[config.mk]
export PLATFORM = sky130hd
export DESIGN_NAME = ahb_to_ssram_flat
export DESIGN_NICKNAME = d
export VERILOG_FILES = /design/src/rtl/ahb_to_ssram_if.sv /design/src/rtl/ahb_to_ssram.sv /design/src/flat_wrapper.sv
export SDC_FILE = /design/constraint.sdc
export NUM_CORES = 1
export LEC_CHECK = 0
export CORE_ASPECT_RATIO = 1.75
export CORE_MARGIN = 4
export CORE_UTILIZATION = 64
export DETAILED_ROUTE_END_ITERATION = 6
export DONT_BUFFER_PORTS = 1
export HOLD_SLACK_MARGIN = 0.06
export PLACE_DENSITY = 0.8
export SLEW_MARGIN = 40
export SYNTH_ARGS = -nofsm -noshare
export SYNTH_HDL_FRONTEND = slang
export SYNTH_SLANG_ARGS = --single-unit
[constraint.sdc]
create_clock -name HCLK -period 1.8 [get_ports HCLK]
set_clock_uncertainty 0.05 [all_clocks]
set_input_delay 0.18 -clock HCLK [delete_from_list [all_inputs] [get_ports HCLK]]
set_output_delay 0.18 -clock HCLK [all_outputs]
set_load 0.005 [all_outputs]
[src/rtl/ahb_to_ssram_if.sv]
// AHB-Lite responder-side bus bundle for ahb_to_ssram.
// The master modport drives the request side; the slave modport drives the response side.
interface ahb_to_ssram_if #(
  parameter int unsigned AW = 12
) ();
  logic          HSEL;
  logic [AW-1:0] HADDR;
  logic [1:0]    HTRANS;
  logic [2:0]    HSIZE;
  logic          HWRITE;
  logic [31:0]   HWDATA;
  logic          HREADY;
  logic          HREADYOUT;
  logic [31:0]   HRDATA;
  logic          HRESP;

  modport master (
    output HSEL, HADDR, HTRANS, HSIZE, HWRITE, HWDATA, HREADY,
    input  HREADYOUT, HRDATA, HRESP
  );

  modport slave (
    input  HSEL, HADDR, HTRANS, HSIZE, HWRITE, HWDATA, HREADY,
    output HREADYOUT, HRDATA, HRESP
  );
endinterface

[src/rtl/ahb_to_ssram.sv]
// Zero-wait-state AHB-Lite responder in front of a single-port synchronous SRAM.
// Writes that collide with a read address phase park in a one-entry buffer merged into reads.
module ahb_to_ssram #(
  parameter int unsigned AW = 12
) (
  input  logic          HCLK,
  input  logic          HRESETn,
  ahb_to_ssram_if.slave ahb,
  output logic [AW-3:0] SSRAM_ADDR,
  output logic          SSRAM_CS,
  output logic [3:0]    SSRAM_WEN,
  output logic [31:0]   SSRAM_WDATA,
  input  logic [31:0]   SSRAM_RDATA
);

  localparam int unsigned WW = AW - 2;

  logic          valid, rd_ap, wr_ap;
  logic [3:0]    ap_mask;
  logic [WW-1:0] ap_addr;

  logic          wr_dp, rd_dp;
  logic [WW-1:0] wr_addr;
  logic [3:0]    wr_mask;
  logic          buf_valid;
  logic [WW-1:0] buf_addr;
  logic [3:0]    buf_mask;
  logic [31:0]   buf_data;
  logic [3:0]    rd_hit_mask;
  logic [3:0]    hit_mask;
  logic [31:0]   hrdata_q;
  logic [31:0]   merged;

  logic          cs;
  logic [3:0]    wen;
  logic [WW-1:0] addr;
  logic [31:0]   wdata;
  logic          buf_drain;

  assign valid   = ahb.HSEL & ahb.HREADY & ahb.HTRANS[1];
  assign rd_ap   = valid & ~ahb.HWRITE;
  assign wr_ap   = valid & ahb.HWRITE;
  assign ap_addr = ahb.HADDR[AW-1:2];

  always_comb begin
    case (ahb.HSIZE)
      3'd0:    ap_mask = 4'b0001 << ahb.HADDR[1:0];
      3'd1:    ap_mask = ahb.HADDR[1] ? 4'b1100 : 4'b0011;
      default: ap_mask = 4'b1111;
    endcase
  end

  // Reads own the SRAM port; writes fall back to direct data phase, then the buffer.
  always_comb begin
    cs        = 1'b0;
    wen       = 4'b0000;
    addr      = ap_addr;
    wdata     = ahb.HWDATA;
    buf_drain = 1'b0;
    if (rd_ap) begin
      cs = 1'b1;
    end else if (wr_dp) begin
      cs   = 1'b1;
      wen  = wr_mask;
      addr = wr_addr;
    end else if (buf_valid) begin
      cs        = 1'b1;
      wen       = buf_mask;
      addr      = buf_addr;
      wdata     = buf_data;
      buf_drain = 1'b1;
    end
  end

  assign SSRAM_CS    = cs & HRESETn;
  assign SSRAM_WEN   = HRESETn ? wen : 4'b0000;
  assign SSRAM_ADDR  = addr;
  assign SSRAM_WDATA = wdata;

  // A colliding write is loaded into the buffer this edge, so a hit on it reads buf_data next cycle.
  always_comb begin
    if (wr_dp && (wr_addr == ap_addr)) begin
      hit_mask = wr_mask;
    end else if (buf_valid && (buf_addr == ap_addr)) begin
      hit_mask = buf_mask;
    end else begin
      hit_mask = 4'b0000;
    end
  end

  always_comb begin
    merged = SSRAM_RDATA;
    for (int i = 0; i < 4; i++) begin
      if (rd_hit_mask[i]) merged[8*i +: 8] = buf_data[8*i +: 8];
    end
  end

  always_ff @(posedge HCLK or negedge HRESETn) begin
    if (!HRESETn) begin
      wr_dp       <= 1'b0;
      rd_dp       <= 1'b0;
      wr_addr     <= '0;
      wr_mask     <= 4'b0000;
      buf_valid   <= 1'b0;
      buf_addr    <= '0;
      buf_mask    <= 4'b0000;
      buf_data    <= 32'h0;
      rd_hit_mask <= 4'b0000;
      hrdata_q    <= 32'h0;
    end else begin
      wr_dp <= wr_ap;
      rd_dp <= rd_ap;
      if (wr_ap) begin
        wr_addr <= ap_addr;
        wr_mask <= ap_mask;
      end
      if (rd_ap && wr_dp) begin
        buf_valid <= 1'b1;
        buf_addr  <= wr_addr;
        buf_mask  <= wr_mask;
        buf_data  <= ahb.HWDATA;
      end else if (buf_drain) begin
        buf_valid <= 1'b0;
      end
      if (rd_ap) rd_hit_mask <= hit_mask;
      if (rd_dp) hrdata_q <= merged;
    end
  end

  assign ahb.HRDATA    = rd_dp ? merged : hrdata_q;
  assign ahb.HREADYOUT = 1'b1;
  assign ahb.HRESP     = 1'b0;

endmodule
[src/flat_wrapper.sv]
// flat-port wrapper written by rule: the top's interface ports become plain ports
module ahb_to_ssram_flat 
#(
  parameter int unsigned AW = 12
)
  (HCLK, HRESETn, SSRAM_ADDR, SSRAM_CS, SSRAM_WEN, SSRAM_WDATA, SSRAM_RDATA, ahb_HSEL, ahb_HADDR, ahb_HTRANS, ahb_HSIZE, ahb_HWRITE, ahb_HWDATA, ahb_HREADY, ahb_HREADYOUT, ahb_HRDATA, ahb_HRESP);
  ahb_to_ssram_if #(.AW(AW)) ahb_i ();
  input  logic HCLK;
  input  logic HRESETn;
  output logic [AW-3:0] SSRAM_ADDR;
  output logic SSRAM_CS;
  output logic [3:0] SSRAM_WEN;
  output logic [31:0] SSRAM_WDATA;
  input  logic [31:0] SSRAM_RDATA;
  input wire logic [$bits(ahb_i.HSEL)-1:0] ahb_HSEL;
  input wire logic [$bits(ahb_i.HADDR)-1:0] ahb_HADDR;
  input wire logic [$bits(ahb_i.HTRANS)-1:0] ahb_HTRANS;
  input wire logic [$bits(ahb_i.HSIZE)-1:0] ahb_HSIZE;
  input wire logic [$bits(ahb_i.HWRITE)-1:0] ahb_HWRITE;
  input wire logic [$bits(ahb_i.HWDATA)-1:0] ahb_HWDATA;
  input wire logic [$bits(ahb_i.HREADY)-1:0] ahb_HREADY;
  output wire logic [$bits(ahb_i.HREADYOUT)-1:0] ahb_HREADYOUT;
  output wire logic [$bits(ahb_i.HRDATA)-1:0] ahb_HRDATA;
  output wire logic [$bits(ahb_i.HRESP)-1:0] ahb_HRESP;
  assign ahb_i.HSEL = ahb_HSEL;
  assign ahb_i.HADDR = ahb_HADDR;
  assign ahb_i.HTRANS = ahb_HTRANS;
  assign ahb_i.HSIZE = ahb_HSIZE;
  assign ahb_i.HWRITE = ahb_HWRITE;
  assign ahb_i.HWDATA = ahb_HWDATA;
  assign ahb_i.HREADY = ahb_HREADY;
  assign ahb_HREADYOUT = ahb_i.HREADYOUT;
  assign ahb_HRDATA = ahb_i.HRDATA;
  assign ahb_HRESP = ahb_i.HRESP;
  ahb_to_ssram #(.AW(AW)) u_core (.HCLK(HCLK), .HRESETn(HRESETn), .ahb(ahb_i), .SSRAM_ADDR(SSRAM_ADDR), .SSRAM_CS(SSRAM_CS), .SSRAM_WEN(SSRAM_WEN), .SSRAM_WDATA(SSRAM_WDATA), .SSRAM_RDATA(SSRAM_RDATA));
endmodule
# Yosys cells after proc, flatten, opt, wreduce, memory -nomap -nowiden
# Cells that the tools add are included.
[classes]
reduce_logical = 5
muxes = 26
shift = 1
n_eq_ne = 3
n_bitwise = 6
[ops]
columns = ["op", "n"]
rows = [
  ["32-bit two-way mux", 4],
  ["8-bit two-way mux", 4],
  ["10-bit two-way mux", 3],
  ["4-bit two-way mux", 7],
  ["10-bit == test", 2],
  ["4-bit one-hot mux with 2 select lines", 1],
  ["1-bit two-way mux", 7],
  ["1-bit bitwise AND", 5],
  ["1-bit by 2-bit left shift with 4-bit output, first input constant", 1],
  ["3-bit by 1-bit == test with 1-bit output, second input constant", 1],
  ["1-bit logical AND", 3],
  ["3-bit logical NOT", 1],
  ["2-bit nonzero test", 1],
  ["1-bit inverter", 1],
]
[totals]
output_inout_bits = 81
inputBits = 86
wordCells = 51
reg_bits = 99

# Depth between registers and ports, before layout
[depth]
depth_word = 6
depth_mapped = 8
mapped_depth_nobuf = 6

# Worst setup path after synthesis
# OpenSTA, ideal clock, no wires.
[synth_path]
path_kind = "in2out"
startpoint = "input ahb_HSEL"
endpoint = "output SSRAM_WDATA[11]"
slack_ns = 0.228
required_time_ns = 1.570
n_path_buf = 2
cell_stages = 8
t_arrival_ns = 1.342
path_cell_list = "nand3_1 or2_1 buf_6 clkinv_2 nor2_1 nand2_1 buf_4 mux2_2"
[synth_via]
elab_chain_cells = 4
[synth_rtl]
columns = ["element", "line_no", "source"]
rows = [
  ["from (decl)", "flat_wrapper.sv:15", "input wire logic [$bits(ahb_i.HSEL)-1:0] ahb_HSEL;"],
  ["1-bit bitwise AND (2 in a row)", "ahb_to_ssram.sv:40", "assign valid = ahb.HSEL & ahb.HREADY & ahb.HTRANS[1];"],
  ["1-bit bitwise AND", "ahb_to_ssram.sv:41", "assign rd_ap = valid & ~ahb.HWRITE;"],
  ["32-bit two-way mux", "ahb_to_ssram.sv:60", "if (rd_ap) begin"],
  ["to (decl)", "flat_wrapper.sv:13", "output logic [31:0] SSRAM_WDATA;"],
]
# Every way passes these cells.

# Worst setup path after layout
[layout_path]
startpoint = "register u_core.rd_hit_mask[2]"
endpoint = "output ahb_HRDATA[19]"
[layout_via]
elab_chain_cells = 2
[layout_rtl]
columns = ["element", "line_no", "source"]
rows = [
  ["from (decl)", "ahb_to_ssram.sv:29", "logic [3:0] rd_hit_mask;"],
  ["from (signal assigned)", "ahb_to_ssram.sv:125", "if (rd_ap) rd_hit_mask <= hit_mask;"],
  ["8-bit two-way mux", "ahb_to_ssram.sv:94", "if (rd_hit_mask[i]) merged[8*i +: 8] = buf_data[8*i +: 8];"],
  ["32-bit two-way mux", "ahb_to_ssram.sv:130", "assign ahb.HRDATA = rd_dp ? merged : hrdata_q;"],
  ["to (decl)", "flat_wrapper.sv:23", "output wire logic [$bits(ahb_i.HRDATA)-1:0] ahb_HRDATA;"],
]
# Every way passes these cells.

==> summary.md <==
| Metric | Value |
|---|---|
| Core area | between 0.007 and 0.008 mm^2 |
| IO Pins | around 170 |
| Startpoint types | flip-flop |
| CTS tree | yes |
| Top_reg_cell synth | dfrtp_1 |
| Ys async rst share | 1.000 |
| Clk sinks | 99 |
| Initial drt markers | 192 |
| Yosys Warn Count | 0 |
| EDFF count, synth | 0 |
| Leak | ~0.0027 uW |
| Final setup TNS | 0 ps |
| Clock buffer count from CTS | 9 |
| ANT cells | 0 |
| FP Rows | 42 |
| Period minus WS final | 1761 ps |
| Maxcap violations | 0 |
| Synth area leader | dfrtp_1 |
| Mapped Nets | between 500 and 600 |
| Slew @ Worst Pin | 571.2 ps |
| Die H | 126.3 um |
| CP Max Fanout | 9 |
| Hold Buf Count CTS | 46 |
| Layout cell share with drive strength beyond 1 | 0.2289 |
| Area Overhead vs Synth | 17.55% |
| Die Area | 0.009549 mm^2 |
| Mean Syn Cell Area | 11.32 um^2 |
| Detail Route Antenna Nets | 0 |
| # fillers | a little under 500 |
| Mapped Area | 0.005119 mm^2 |
| Initial DRT Pass Iterations | 4 |
| Initial antenna violation count | 0 |
| CTS Buffer Depth | 2 |
| Max-slew headroom | 0.6192 |
| Root Buffer | clkbuf_16 |
| Gr usage total | 0.2679 |
| IO buf count | 0 |
| Hold Slack | -523.6 ps |
| Vias | 3554 |
| Clk slew on worst S/H paths | 70 ps |
| Setup violations, final | 0 |
| Detailed Route WL | roughly 13 mm |
| Largest net degree at the start of global routing | 102 |
| Arr. time, crit path | 1530 ps |
| Seq. cell area | 0.002481 mm^2 |
| GP Congestion | roughly 0.80 |
| H-tree Lvls | 3 |
| Unrepaired setup endpoints after global routing | false |
| Failing checks | hold timing |
| Via/cell ratio | approximately 6.1 |
| Gr ovfl total | 0 |
| Nets@finish | ~580 |
| CP Data Required Time | 1570 ps |
| Worst Hold Class | input pin to asynchronous set/reset pin |
| Final Max Tran Viols | 0 |
| Final core occ | 0.7842 |
| Worst Setup Path Type | flip-flop to output port |
| Peak VDD IR | about 0.64 mV |
| Clk_lat worst skew | 340 ps |
| Initial Utilization | 0.6672 |
| Status | complete, but fails checks |
| Top-count cell post-synth | dfrtp_1 |
| DR WL/cell | 21.34 um |
| HPWL Detailed | 8.307 mm |
| Netlist cell types | 34 |
| Top post-synthesis cells by count | dfrtp_1 (99), mux2_2 (44), nor2_1 (39), nand2_1 (37), a21oi_1 (35) |
| Vias in the first global route | 3937 |
| Cells after Synth | 452 |
| Max Freq | 567.9 MHz |
| Synth top area share | 0.4840 |
| Power Density | 881.7 mW/mm^2 |
| Synth area leaders | dfrtp_1 (48%), mux2_2 (9.7%), mux2_4 (8.5%), mux2i_1 (6.3%), a21oi_1 (3.4%) |
| Die width | 75.61 um |
| Register area share after synthesis | 0.4840 |
| First-pass GRT wire length | 19.46 mm |
| Critical Path Sink Type | output port |
| DRC | 0 |
| Final Hold Fails | 99 |
| Multi-input combinational cell area | 0.002471 mm^2 |
| Tcrit/Tclk final | 0.9783 |
| #FFs+latches synth | 99 |
-- critical path: stages, from the launching register on --
cell     delay (ps)
dfrtp_1         700
mux2i_1         150
a21oi_1         340
-- logic make-up after synthesis --
logic type      count (synthesis)  synth area share
mux                           110            0.2554
simple gates                  101           0.08800
flops                          99            0.4840
compound gates                 86            0.1005
buf+inv                        34           0.03642
xor+xnor                       20           0.03422
other cells                     2          0.001467
-- cells in the final DEF, fill, tap and decap left out, types with 3 or more instances in the layout --
cell type / instances
nand4_1: 5
clkinv_2: 3
xnor2_1: 16
nor2b_1: 11
a31oi_1: 10
dlygate4sd3_1: 46
dfrtp_1: 96
a21o_1: 6
o21ai_0: 15
nand2_1: 35
mux2i_1: 32
nor2_1: 38
mux2_4: 29
xor2_1: 4
a21oi_1: 35
a22oi_1: 13
buf_4: 9
mux2_1: 3
a22o_1: 4
dfrtp_2: 3
clkbuf_16: 9
buf_12: 6
mux2_2: 46
-- area by class of cell --
type	count	share of cell area
clock buffers	10	0.03805
clock inverters	6	0.01081
inverters	3	0.002079
multi-input cells	319	0.4107
flip-flops and latches	99	0.4124
well taps	88	0.01830
repair buffers	61	0.1077
-- worst paths after layout --
kind,startpoint,end,slack [ps],cells after the start
worst max-delay path,u_core.rd_hit_mask[2]$_DFFE_PN0P_,ahb_HRDATA[19],40,2
worst min-delay path,HRESETn,u_core.buf_data[6]$_DFFE_PN0P_,-520,0
worst max register to register,u_core.wr_addr[4]$_DFFE_PN0P_,u_core.rd_hit_mask[0]$_DFFE_PN0P_,140,5
worst min register to register,u_core.buf_mask[3]$_DFFE_PN0P_,u_core.rd_hit_mask[3]$_DFFE_PN0P_,470,1
max in group asynchronous,HRESETn,u_core.rd_hit_mask[3]$_DFFE_PN0P_,2050,0
min in group HCLK,SSRAM_RDATA[17],u_core.hrdata_q[17]$_DFF_PN0_,70,2
-- layer usage --
layer  vias up  track usage  wire length, um
li1       1663            -                -
met2       135       0.4778             6951
met1      1730       0.2887             4308
met3        26      0.06730              996
met4         0       0.1112              247
met5         -            0                0
-- per-stage QoR --
stage               std cells  setup WS [ps]  hold WS, ps  area [um^2]  total power (uW)
finish                    586          39.07       -523.6         6017              5305
global route              586          2.432       -542.1         6017              5531
CTS                       586          24.03       -527.7         6000              5326
detailed placement        523          139.6       -163.2         5226              3352
global placement          523          151.0       -163.3         5226              3303
floorplan                 452          228.1       -165.6         5119              3175
-- sequential cells by signal, summed over array words and instances, names as in the netlist --
register / count
u_core.buf_data: 32
u_core.rd_hit_mask: 4
u_core.buf_valid: 1
u_core.wr_mask: 4
u_core.rd_dp: 1
u_core.buf_addr: 10
u_core.buf_mask: 4
u_core.wr_addr: 10
u_core.hrdata_q: 32
u_core.wr_dp: 1
-- power breakdown --
group	leakage (uW)	switching, uW	total (uW)	internal [uW]
Combinational	0.00137	348	715	367
Clock	0.000143	821	1900	1080
Sequential	0.00124	188	2690	2500
Total	0.00275	1360	5310	3950
-- timing repair --
| item | in CTS | in global routing |
|---|---|---|
| setup buffers | 1 | 0 |
| resized for setup | 4 | 6 |
| setup endpoints to repair | 16 | 14 |
| pin swaps | 0 | 2 |
| endpoints found under the hold margin | 145 | 99 |
Note: power is estimated with default switching activity, not from simulation.
